--- src/rtl/fpu_add_result_fifo_if.sv ---
// Handshake bundle between the FP adder, the result FIFO and its consumer.
// The FIFO takes the slave view; the upstream/downstream driver takes the master view.
interface fpu_add_result_fifo_if;
  logic        in_valid;
  logic        in_ready;
  logic [31:0] in_result;
  logic        in_nan;
  logic        out_valid;
  logic        out_ready;
  logic [31:0] out_result;
  logic [3:0]  out_flags;

  modport master (
    output in_valid, in_result, in_nan, out_ready,
    input  in_ready, out_valid, out_result, out_flags
  );

  modport slave (
    input  in_valid, in_result, in_nan, out_ready,
    output in_ready, out_valid, out_result, out_flags
  );
endinterface

--- src/rtl/fpu_add_result_fifo.sv ---
// Result FIFO behind the single-precision FP adder: classifies each accepted word,
// buffers it with its flags, and keeps sticky exception flags plus a saturating count.
module fpu_add_result_fifo #(
  parameter int DEPTH = 4,
  parameter int CNT_W = 16
) (
  input  logic                     clk,
  input  logic                     rst,
  fpu_add_result_fifo_if.slave     bus,
  input  logic                     clr_sticky,
  output logic [3:0]               sticky_flags,
  output logic [$clog2(DEPTH):0]   level,
  output logic [CNT_W-1:0]         result_cnt
);

  localparam int PTR_W = $clog2(DEPTH);
  localparam int LVL_W = PTR_W + 1;

  logic [31:0]      mem_q [DEPTH];
  logic [31:0]      mem_d [DEPTH];
  logic [3:0]       flg_q [DEPTH];
  logic [3:0]       flg_d [DEPTH];
  logic [PTR_W-1:0] wr_ptr_q, wr_ptr_d;
  logic [PTR_W-1:0] rd_ptr_q, rd_ptr_d;
  logic [LVL_W-1:0] level_q, level_d;
  logic             in_ready_q, in_ready_d;
  logic             out_valid_q, out_valid_d;
  logic [3:0]       sticky_q, sticky_d;
  logic [CNT_W-1:0] cnt_q, cnt_d;

  logic [7:0]  exp_f;
  logic [22:0] frac_f;
  logic        is_nan, is_inf, is_zero, is_neg;
  logic [3:0]  in_flags;
  logic        accept, take;

  always_comb begin
    exp_f    = bus.in_result[30:23];
    frac_f   = bus.in_result[22:0];
    is_nan   = bus.in_nan | ((exp_f == 8'hFF) & (frac_f != 23'd0));
    is_inf   = (exp_f == 8'hFF) & (frac_f == 23'd0) & ~is_nan;
    is_zero  = (exp_f == 8'h00);
    is_neg   = bus.in_result[31];
    in_flags = {is_nan, is_inf, is_zero, is_neg};

    // Handshakes only look at registered ready/valid, so no comb path crosses the FIFO.
    accept = bus.in_valid & in_ready_q;
    take   = out_valid_q & bus.out_ready;

    mem_d    = mem_q;
    flg_d    = flg_q;
    wr_ptr_d = wr_ptr_q;
    rd_ptr_d = rd_ptr_q;
    level_d  = level_q;

    if (accept) begin
      mem_d[wr_ptr_q] = bus.in_result;
      flg_d[wr_ptr_q] = in_flags;
      wr_ptr_d        = wr_ptr_q + PTR_W'(1);
    end
    if (take) begin
      rd_ptr_d = rd_ptr_q + PTR_W'(1);
    end
    if (accept && !take) begin
      level_d = level_q + LVL_W'(1);
    end else if (take && !accept) begin
      level_d = level_q - LVL_W'(1);
    end

    in_ready_d  = (level_d != LVL_W'(DEPTH));
    out_valid_d = (level_d != LVL_W'(0));

    if (clr_sticky) begin
      sticky_d = accept ? in_flags : 4'b0000;
    end else begin
      sticky_d = sticky_q | (accept ? in_flags : 4'b0000);
    end

    cnt_d = cnt_q;
    if (accept && (cnt_q != {CNT_W{1'b1}})) begin
      cnt_d = cnt_q + CNT_W'(1);
    end
  end

  // Storage is cleared on reset too, so nothing from before reset reaches the head.
  always_ff @(posedge clk) begin
    if (rst) begin
      for (int i = 0; i < DEPTH; i++) begin
        mem_q[i] <= 32'd0;
        flg_q[i] <= 4'd0;
      end
      wr_ptr_q    <= '0;
      rd_ptr_q    <= '0;
      level_q     <= '0;
      in_ready_q  <= 1'b0;
      out_valid_q <= 1'b0;
      sticky_q    <= 4'd0;
      cnt_q       <= '0;
    end else begin
      mem_q       <= mem_d;
      flg_q       <= flg_d;
      wr_ptr_q    <= wr_ptr_d;
      rd_ptr_q    <= rd_ptr_d;
      level_q     <= level_d;
      in_ready_q  <= in_ready_d;
      out_valid_q <= out_valid_d;
      sticky_q    <= sticky_d;
      cnt_q       <= cnt_d;
    end
  end

  assign bus.in_ready   = in_ready_q;
  assign bus.out_valid  = out_valid_q;
  assign bus.out_result = mem_q[rd_ptr_q];
  assign bus.out_flags  = flg_q[rd_ptr_q];
  assign sticky_flags   = sticky_q;
  assign level          = level_q;
  assign result_cnt     = cnt_q;

endmodule

--- src/flat_wrapper.sv ---
// flat-port wrapper written by rule: the top's interface ports become plain ports
module fpu_add_result_fifo_flat 
#(
  parameter int DEPTH = 4,
  parameter int CNT_W = 16
)
  (clk, rst, clr_sticky, sticky_flags, level, result_cnt, bus_in_valid, bus_in_result, bus_in_nan, bus_out_ready, bus_in_ready, bus_out_valid, bus_out_result, bus_out_flags);
  fpu_add_result_fifo_if bus_i ();
  input  logic clk;
  input  logic rst;
  input  logic clr_sticky;
  output logic [3:0] sticky_flags;
  output logic [$clog2(DEPTH):0] level;
  output logic [CNT_W-1:0] result_cnt;
  input wire logic [$bits(bus_i.in_valid)-1:0] bus_in_valid;
  input wire logic [$bits(bus_i.in_result)-1:0] bus_in_result;
  input wire logic [$bits(bus_i.in_nan)-1:0] bus_in_nan;
  input wire logic [$bits(bus_i.out_ready)-1:0] bus_out_ready;
  output wire logic [$bits(bus_i.in_ready)-1:0] bus_in_ready;
  output wire logic [$bits(bus_i.out_valid)-1:0] bus_out_valid;
  output wire logic [$bits(bus_i.out_result)-1:0] bus_out_result;
  output wire logic [$bits(bus_i.out_flags)-1:0] bus_out_flags;
  assign bus_i.in_valid = bus_in_valid;
  assign bus_i.in_result = bus_in_result;
  assign bus_i.in_nan = bus_in_nan;
  assign bus_i.out_ready = bus_out_ready;
  assign bus_in_ready = bus_i.in_ready;
  assign bus_out_valid = bus_i.out_valid;
  assign bus_out_result = bus_i.out_result;
  assign bus_out_flags = bus_i.out_flags;
  fpu_add_result_fifo #(.DEPTH(DEPTH), .CNT_W(CNT_W)) u_core (.clk(clk), .rst(rst), .bus(bus_i), .clr_sticky(clr_sticky), .sticky_flags(sticky_flags), .level(level), .result_cnt(result_cnt));
endmodule
--- config.mk ---
export PLATFORM = sky130hd
export DESIGN_NAME = fpu_add_result_fifo_flat
export DESIGN_NICKNAME = d
export VERILOG_FILES = /design/src/rtl/fpu_add_result_fifo_if.sv /design/src/rtl/fpu_add_result_fifo.sv /design/src/flat_wrapper.sv
export SDC_FILE = /design/constraint.sdc
export NUM_CORES = 1
export LEC_CHECK = 0
export CAP_MARGIN = 15
export CORE_MARGIN = 3
export CORE_UTILIZATION = 40
export DETAILED_ROUTE_END_ITERATION = 7
export GPL_TIMING_DRIVEN = 0
export PLACE_DENSITY_LB_ADDON = 0.25
export SLEW_MARGIN = 10
export SYNTH_ARGS = -nofsm -noshare
export SYNTH_HDL_FRONTEND = slang
export SYNTH_SLANG_ARGS = --single-unit
--- constraint.sdc ---
create_clock -name clk -period 5.2 [get_ports clk]
set_input_delay 1.04 -clock clk [delete_from_list [all_inputs] [get_ports clk]]
set_output_delay 1.04 -clock clk [all_outputs]
set_load 0.01 [all_outputs]
After elaboration in Yosys (flattened, before gate mapping)
Index checks and enable logic that the tools add are counted.
Storage, ports and cells
  output and inout port bits: 61
  word-level logic and storage cells: 62
  register bits after elaboration: 173
  input port bits: 38
Operators by class
  add/sub/neg operators: 5
  eq/ne operators: 3
  bitwise gates (word level): 10
  reduce and logical (&&, ||, !) cells: 10
  mux-type cells: 16
  magnitude comparators: 3
Operators by type and width (count)
  128-bit bitwise mux: 1
  32-bit 2-to-1 mux: 3
  32-bit binary-select mux with 2-bit select: 1
  32-bit demux with 2-bit select: 1
  23-bit zero test: 1
  23-bit nonzero test: 1
  4-bit 2-to-1 mux: 5
  16-bit by 1-bit adder with 16-bit output (second input constant): 1
  16-bit bitwise mux: 1
  16-bit != test (second input constant): 1
  4-bit binary-select mux with 2-bit select: 1
  4-bit demux with 2-bit select: 1
  8-bit equality test (second input constant): 1
  8-bit zero test: 1
  3-bit greater-or-equal comparator (second input constant): 2
  3-bit 2-to-1 mux: 2
  2-bit NOT with 3-bit output: 2
  1-bit bitwise AND: 5
  2-bit by 1-bit adder with 2-bit output (second input constant): 2
  1-bit logical AND: 4
  4-bit OR: 1
  3-bit by 1-bit adder with 3-bit output (second input constant): 1
  3-bit by 1-bit less-than comparator with 1-bit output (second input constant): 1
  3-bit != test (second input constant): 1
  other kinds (5): 6

Depth between registers and ports, before layout
  depth in word-level cells: 8
  gate-level depth with buffers: 7
  mapped depth without buffers: 5

Worst setup path after synthesis
No wires, ideal clock.
  path type: register to output
  from: register u_core.rd_ptr_q[0]
  to: output port bus_out_result[10]
  setup slack: 2.740 ns
  arrival time: 1.420 ns
  required time: 4.160 ns
  stages on the path, launching flop included: 4
  path through: dfxtp_1 -> buf_2 -> buf_2 -> mux4_2
On the way
  cells in the longest elaborated chain, start to end: 4
RTL lines
  start, declared: RTL line fpu_add_result_fifo.sv:24  | logic [PTR_W-1:0] rd_ptr_q, rd_ptr_d;
  start signal, assigned: RTL line fpu_add_result_fifo.sv:103  | rd_ptr_q <= rd_ptr_d;
  2-bit NOT with 3-bit output (not written as such): RTL line fpu_add_result_fifo.sv:114  | assign bus.out_result = mem_q[rd_ptr_q];
  32-bit binary-select mux with 2-bit select: RTL line fpu_add_result_fifo.sv:114
  32-bit 2-to-1 mux (not written as such) (2 in series): RTL line fpu_add_result_fifo.sv:114
  end, declared: RTL line flat_wrapper.sv:21  | output wire logic [$bits(bus_i.out_result)-1:0] bus_out_result;
No other way between the ends. The select of a mux whose other input is x is not followed.

Worst setup path after layout
  from: register u_core.rd_ptr_q[1]
  to: output port bus_out_result[30]
Same word-level chain as after synthesis.

==> impl_metrics.toml <==
[cells_and_area]
utilization = 0.515
antenna-diode-count = 0
synth_to_layout_area_growth_pct = 25.3
final_nets = 999
final.fill_count = 1669
fin_area_um2 = 8980
drive_gt1_frac = 0.0818

[floorplan]
core-area_um2 = 17400
design.portCount = 99
fp.dieH_um = 140
design.die.area_um2 = 19600
rows = 48
fp.dieW_um = 140
starting_density_of_the_core = 0.411

[logic_synthesis]
syn_avg_cell_area_um2 = 8.56
ys_types = 44
synthTopCellsByArea = "dfxtp_1 47%, nand2_1 15%, mux4_2 11%"
synth.top_cell.area_share = 0.472
synth.cell_area_um2 = 7170
synth_seq_cells = 169
yosysSeqAreaShare = 0.472
synth_enable_flop_cells = 0
yosys_warnings = 0
synth.net_count = 882
cell_count_after_synthesis = 837
postSynth.asyncResetShare = 0
dominantRegCellSynth = "dfxtp_1"
synth_top_area_cell = "dfxtp_1"

[critical_path]
cp_cell_sequence = "clkbuf_1 > buf_1 > mux4_2 > clkdlybuf4s50_1"
cp_slowest_cell = "buf_1"
timing.critical_path.slowest_cell_delay_ns = 0.64
reg2reg_depth = 5
worst_path_required_ns = 4.16
timing.critical_path.from_type = "flop"
crit_fanout = 10
type_of_element_capturing_the_critical_path = "output pin"
path_class = "flop to output pin"
worstPathArrival_ns = 2.77

[placed_design]
detailed_place_hpwl_um = 14200
gp_congestion = 0.788
post_dp_cell_area_um2 = 8430
portBuffers = 98

[flow_run]
timing.max_cap.violations = 0

[sta]
hold_slack_ns = 0.450
maxSlewHeadroom = 0.498
min_period_over_period = 0.733
worst_pin_slew_ns = 0.754
setup_viol = 0
hold_viol_final = 0
finalSetupTns_ns = 0
rsz0062_at_grt = "false"
finalWorstPathRequiredPeriod_ns = 3.81
finalClockSkew_ns = 0.00751
fmaxAchievable_mhz = 262
final_max_slew_viol_count = 0

[detailed_routing]
via_count = 6564
finalWirelength_um = 21100
wl_per_cell_um = 17.7
detailedRoute.firstIterationViolations = 455
drtAntennaViolNets = 0
routed_via_density = 5.51
remaining_drc_errors = 0
detail_route.first_pass.iterations = 5

[cts]
tritoncts.num_buffers = 17
insertion_delay_ns = 0.44
cts_hold_repair.buffers = 0
clock_sinks = 169
cts_tree = "done"
ctsRootBufferMaster = "clkbuf_16"
post-cts-setup-buffers = 0
worst_setup_hold_path_clk_slew_ns = 0.06
htree_levels = 4
cts.path.max_buffers = 2
ctsResizeCount = 0

[global_routing]
grt_first_pass_wirelength_um = 34200
gr-total-overflow = 0
maximum_number_of_pins_on_one_net_before_global_route_repair = 17
gr-usage-all-layers = 0.219
antenna_violations_before_repair = 0
number_of_global_route_vias_before_repair = 6394

[pwr]
power.density_cell_area_nw_per_um2 = 353
irDropWorstVdd_v = 0.000292
p_leak_uw = 0.00289

[hold_path]
worstHoldPathType = "flop to flop"
min_path_cells = 2

[run_status]
outcome = "finished clean"
==> layout by cell type (no fill, tap or decap), drive strengths merged, types with 2 or more instances in the layout <==
master	instances
mux4	35
o311ai	4
nand2	285
nand2b	2
nand3	6
o21ai	8
or2	3
and2	2
nor2	19
clkinv	8
clkbuf	73
nor4	4
buf	9
or3	7
o31ai	3
or4	8
a21oi	151
o41ai	4
inv	6
a211oi	5
nand4	13
clkdlybuf4s50	98
nor2b	3
ha	7
and4	2
nand3b	2
nor3	5
o21a	3
and3	6
xor2	2
dfxtp	169
xnor2	5
==> cells in the mapped netlist (3+ instances only) <==
cell        n
o31ai_1     3
clkbuf_1   51
nor3_1      5
a211oi_1    5
ha_1        7
o311ai_0    4
nand4_1    12
and3_1      6
inv_1       6
dfxtp_1   169
mux4_2     35
nor2_1     19
a21oi_1   151
o21ai_0     8
o21a_1      3
xnor2_1     5
nor4_1      3
or3_1       7
nand3_1     6
nand2_1   285
or4_1       7
nor2b_1     3
buf_2       7
or2_2       3
o41ai_1     4
==> layout make-up <==
type                            count  area [µm²]  area share
Tap cell                          225         282      0.0314
Sequential cell                   169        3380       0.377
Clock buffer                       22         474      0.0528
Multi-Input combinational cell    602        3520       0.392
Clock inverter                      9        73.8     0.00822
Inverter                            6        22.5     0.00251
Buffer                             60         238      0.0265
Timing Repair Buffer               98         981       0.109
==> logic make-up after synthesis <==
| group | count (synthesis) | synth area share |
|---|---|---|
| AOI/OAI and AO/OA | 185 | 0.141 |
| muxes | 35 | 0.110 |
| xor gates and xnor gates | 7 | 0.00856 |
| adders and majority gates | 7 | 0.0122 |
| buffers and inverters | 66 | 0.0363 |
| DFF | 169 | 0.472 |
| and+or+nand+nor | 368 | 0.220 |
==> critical path, delay by kind of cell (launching register included) <==
kind / cells / cell delay, ns
buffers and inverters: 3 / 1.61
DFF: 1 / 0.30
muxes: 1 / 0.42
==> routing by layer <==
layer	track usage	wire length, µm	vias up
li1	-	-	3135
met1	0.293	9330	3174
met2	0.354	9940	220
met3	0.0519	1460	35
met4	0.0678	372	0
met5	0	0	-
==> state kept, by name (all words and copies together) (netlist names) <==
| name | flops |
|---|---|
| u_core.mem_q | 124 |
| u_core.flg_q | 16 |
| u_core.result_cnt | 16 |
| u_core.sticky_flags | 4 |
| u_core.level | 3 |
| u_core.rd_ptr_q | 2 |
| u_core.wr_ptr_q | 2 |
| u_core.bus.in_ready | 1 |
| u_core.bus.out_valid | 1 |
==> power by group <==
part | internal [µW] | switching [µW] | total [µW]
Combinational | 261 | 312 | 573
Sequential | 1350 | 43.6 | 1400
Clock | 689 | 509 | 1200
Total | 2300 | 865 | 3170
==> through the flow <==
step           setup slack [ns]  total power (µW)  cells
2_1_floorplan              2.74              1750    837
3_3_place_gp               1.89              1990   1160
3_5_place_dp               1.88              2000   1160
4_1_cts                    1.42              3180   1191
5_1_grt                    1.33              3290   1191
6_report                   1.39              3170   1191
==> final timing paths <==
| check | slack (ns) | end | start |
|---|---|---|---|
| min | 0.45 | u_core.mem_q[41] | u_core.mem_q[41] |
| max reg2reg | 3.18 | u_core.bus.in_ready | u_core.level[0] |
| min reg2reg | 0.45 | u_core.mem_q[41] | u_core.mem_q[41] |
| max | 1.39 | bus_out_result[30] | u_core.rd_ptr_q[1] |
(Power assumes the default switching activity.)
==> RTL change 1 (same flow settings) <==
Register the output `bus.out_flags`, without a reset; this adds one clock of latency there.
--- a/src/rtl/fpu_add_result_fifo.sv
+++ b/src/rtl/fpu_add_result_fifo.sv
@@ -113,5 +113,7 @@
   assign bus.out_valid  = out_valid_q;
   assign bus.out_result = mem_q[rd_ptr_q];
-  assign bus.out_flags  = flg_q[rd_ptr_q];
+  always_ff @(posedge clk) begin
+    bus.out_flags <= flg_q[rd_ptr_q];
+  end
   assign sticky_flags   = sticky_q;
   assign level          = level_q;
Check against the original RTL: not equivalent (a bounded check fails within 4 cycles, from zero or initial values and one cycle with rst high).
==> RTL change 1 against the original RTL <==
  * Global-route usage is 0.074 points higher
  * Non-clock buffer count is 3 higher
  * Final area is 2.0% higher
  * Sequential cell count is 4 higher
  * Total power is 14% higher
  * Setup slack worse by 0.021 ns
  * Wire length is 1.9% higher
  * Area after synthesis is 1.9% higher
  * Critical endpoint unchanged
  * Largest cell class unchanged
==> RTL change 1: results (changes against the original RTL) <==
* Post-Synth Adder-Cell Area at 0.0120 (-0.000230)
* Hold WS at 0.452 ns (+0.00186 ns)
* Worst Hold Class: register to register
* Worst Max-Slew Pin Slew at 1.25 ns (+0.493 ns)
* Leak at 0.00297 uW (+2.7%)
* Syn Area/Cell at 8.52 sq um (-0.46%)
* Hold EP: u_core.mem_q[54]
* First-pass GRT wire length at 34.3 mm (+0.44%)
* GPL Wtd Cong at 0.791 (+0.34%)
* Inst Count DP at 1179 (+1.6%)
* HPWL after DPL at 14.7 mm (+2.9%)
* Worst hold stages at 2 (unchanged)
* Final worst clock skew at 0.00638 ns (-0.00113 ns)
* Worst reg2reg path endpoint: u_core.result_cnt[14]
* Fillcell total at 1675 (+0.36%)
* Wire per inst at 17.8 um (+0.24%)
* Peak supply drop at 0.308 mV (+5.5%)
* Share of layout cells above drive strength 1 at 0.0822 (+0.000370)
* Syn_nets at 902 (+2.3%)
* Layout net count at 1018 (+1.9%)
* Worst EP arrival at 2.79 ns (+0.02 ns)
* R2r startpoint: u_core.result_cnt[0]
* Overall routing resource usage at 0.220 (+0.000739)
* Mux share of post-synthesis cell area at 0.115 (+0.00529)
* Reg2Reg Depth at 6 (+1)
* Initial antenna violation count at 0 (unchanged)
* Pre-antenna DRT Iters at 6 (+1)
* Number of buffers added for setup after CTS at 0 (unchanged)
* Clk slew on worst S/H paths at 0.06 ns (about the same)
* HP Start: u_core.mem_q[54]
* Status: completed
* Dpl ws at 1.75 ns (-0.127 ns)
* Worst Setup SP: u_core.rd_ptr_q[1]
* Global-route met2 utilization at 0.351 (-0.00262)
* Post-synth cell types at 39 (-11%)
* Met1 GRT Util at 0.301 (+0.00858)
* Flop-to-flop setup slack at 3.09 ns (-0.09 ns)
* Vias in the first global route at 6305 (-1.4%)
* Xor/xnor cell area share of the yosys netlist at 0.00600 (-0.00256)
* DR vias/cell at 5.52 (+0.18%)
* Commonest cells in the netlist: 290 x nand2_1, 173 x dfxtp_1, 151 x a21oi_1
* CP max stage delay at 0.61 ns (-0.03 ns)
* Routed via count at 6686 (+1.9%)
* Clock buffer depth at 2 (unchanged)
* IO buf count at 97 (-1.0%)
* Drt first-iter violations at 576 (+27%)
* Final worst setup slack at 1.37 ns (-0.0213 ns)
* Synth Area in Compound Gates at 0.134 (-0.00728)
* Top cells by area, synth: dfxtp_1 47%, nand2_1 15%, mux4_2 11%
* Sequential element share of the synthesized area at 0.474 (+0.00207)
* Placed instance area at 8560 sq um (+1.5%)
* Met3 Use GR at 0.0472 (-0.00474)
* Mapped Area at 7300 sq um (+1.9%)
-- RTL change 1: cell types whose count changed after synthesis, sizes merged, moves of 5 or more --
cell,unedited run,this run
nand4,13,7
buf,9,15
nand2,285,290
nor4,4,10
nand3,6,19
-- RTL change 1: cells by family (layout without fill, tap and decap cells) --
logic type | after synthesis | after routing
xor+xnor | 5 | 5
mux | 40 | 40
flops | 173 | 173
compound gates | 181 | 181
buf+inv | 72 | 201
fa+ha+maj | 7 | 7
simple gates | 379 | 379
-- RTL change 1: worst max-delay path: cells and delay by family, from the launching register on --
| kind | cells | cell delay, ns |
|---|---|---|
| buffers and inverters | 3 | 1.58 |
| flip-flops | 1 | 0.32 |
| multiplexers | 1 | 0.46 |
-- RTL change 1: report_power, final --
| group | switching (uW) | internal [uW] | leakage (uW) |
|---|---|---|---|
| combinational | 450 | 354 | 0.00129 |
| clock | 528 | 780 | 0.000282 |
| sequential | 61.3 | 1430 | 0.00140 |
| total | 1040 | 2560 | 0.00297 |
-- RTL change 1: routing by layer --
metal / wire [um] / part of all wire
met3: 1380 / 0.064
met5: 0 / 0
met1: 9730 / 0.45
met2: 10100 / 0.47
met4: 326 / 0.015
-- RTL change 1: cell type report --
cell class	instances	area [sq um]	area share
multi-input combinational	612	3560	0.389
inverter	8	30.0	0.00328
buffer	64	250	0.0273
sequential	173	3460	0.378
tap	225	282	0.0307
clock buffer	22	464	0.0507
timing repair buffer	97	971	0.106
clock inverter	10	139	0.0152
==> RTL change 2 (same settings) <==
Without the edit above. `CNT_W` is set to 16 in 2 places; all go to 14.
--- a/src/rtl/fpu_add_result_fifo.sv
+++ b/src/rtl/fpu_add_result_fifo.sv
@@ -3,5 +3,5 @@
 module fpu_add_result_fifo #(
   parameter int DEPTH = 4,
-  parameter int CNT_W = 16
+  parameter int CNT_W = 14
 ) (
   input  logic                     clk,
--- a/src/flat_wrapper.sv
+++ b/src/flat_wrapper.sv
@@ -3,5 +3,5 @@
 #(
   parameter int DEPTH = 4,
-  parameter int CNT_W = 16
+  parameter int CNT_W = 14
 )
   (clk, rst, clr_sticky, sticky_flags, level, result_cnt, bus_in_valid, bus_in_result, bus_in_nan, bus_out_ready, bus_in_ready, bus_out_valid, bus_out_result, bus_out_flags);
Ports: changed (resized result_cnt); port bits go from 99 to 97. No check against the original RTL was run, so the function may have changed too.
==> RTL change 2 against the original RTL <==
  * Maximum frequency is 2.6% higher
  * Wire length down 3.7%
  * Final area is 0.38% lower
  * Sequential cell count shrank 2
  * Area after synthesis shrank 0.49%
  * Setup slack gained 0.095 ns
  * Utilization about the same
  * Synthesized cell count increased by 0.36%
  * Critical path depth unchanged
  * Total power grew 10%
==> RTL change 2: results (changes against the original RTL) <==
* Clk slew on worst S/H paths at 0.06 ns (about the same)
* Synth Area in Compound Gates at 0.138 (-0.00282)
* First-pass GRT wire length at 32.8 mm (-4.1%)
* GPL Wtd Cong at 0.832 (+5.6%)
* Final worst clock skew at 0.00745 ns (-0.0000655 ns)
* Share of layout cells above drive strength 1 at 0.0858 (+0.00405)
* Fillcell total at 1683 (+0.84%)
* Largest net degree at the start of global routing at 17 (unchanged)
* Total CTS buffers at 17 (unchanged)
* Placed instance area at 8360 sq um (-0.77%)
* Commonest cells in the netlist: 293 x nand2_1, 167 x dfxtp_1, 147 x a21oi_1
* Clock root buffer: clkbuf_16
* Clock buffer depth at 2 (unchanged)
* Delay-heaviest family, CP: buffers and inverters
* HPWL after DPL at 13.7 mm (-3.5%)
* HP Start: u_core.mem_q[12]
* Top FF cell, synth: dfxtp_1
* Drt first-iter violations at 390 (-14%)
* Xor/xnor cell area share of the yosys netlist at 0.00614 (-0.00241)
* Mux share of post-synthesis cell area at 0.117 (+0.00668)
* DR vias/cell at 5.38 (-2.4%)
* Leak at 0.00290 uW (+0.40%)
* Syn_nets at 885 (+0.34%)
* Worst Max-Slew Pin Slew at 1.15 ns (+0.396 ns)
* CP max stage delay at 0.56 ns (-0.08 ns)
* Clk_lat worst skew at 0.43 ns
* R2r startpoint: u_core.bus.in_ready
* Vias in the first global route at 6124 (-4.2%)
* Post-Synth Adder-Cell Area at 0.0123 (+0.0000601)
* Sequential element share of the synthesized area at 0.469 (-0.00330)
* Post-synth cell types at 41 (-6.8%)
* Pre-antenna DRT Iters at 5 (unchanged)
* Status: completed
* Overall routing resource usage at 0.212 (-0.00727)
* IO buf count at 95 (-3.1%)
* Largest register FFs at 124 (unchanged)
* Top cells by area, synth: dfxtp_1 47%, nand2_1 15%, mux4_2 11%
* Slowest-stage cell, CP: clkbuf_1
* Worst Hold Class: register to register
* Fraction of registers with async set/reset at 0 (unchanged)
* Post-route cell area at 8940 sq um (-0.38%)
* Peak supply drop at 0.244 mV (-17%)
* Syn Area/Cell at 8.49 sq um (-0.84%)
* Wire per inst at 17.1 um (-3.8%)
* Routed via count at 6415 (-2.3%)
* Dpl ws at 1.84 ns (-0.0360 ns)
* Number of diodes at 0 (unchanged)
* Worst EP arrival at 2.68 ns (-0.09 ns)
-- RTL change 2: where the power goes --
part | internal (uW) | switching, uW | total (uW)
clock | 710 | 554 | 1260
combinational | 356 | 435 | 791
sequential | 1380 | 61.1 | 1440
-- RTL change 2: worst paths after layout --
kind,end,slack (ns),cells past startpoint
worst max register to register,u_core.mem_q[66],3.05,6
worst min-delay path,u_core.mem_q[12],0.45,2
worst max-delay path,bus_out_result[2],1.48,4
worst min register to register,u_core.mem_q[12],0.45,2
-- RTL change 2: metal layers --
layer | track usage | wire (um)
met2 | 0.351 | 9750
met5 | 0 | 0
met1 | 0.284 | 9150
met3 | 0.0454 | 1230
met4 | 0.0525 | 203
-- RTL change 2: final cells by class --
cell class / count / share of cell area
Multi-Input combinational cell: 605 / 0.394
Sequential cell: 167 / 0.374
Timing Repair Buffer: 95 / 0.106
Clock buffer: 17 / 0.0476
Tap cell: 225 / 0.0315
Buffer: 61 / 0.0266
Clock inverter: 15 / 0.0172
Inverter: 7 / 0.00294
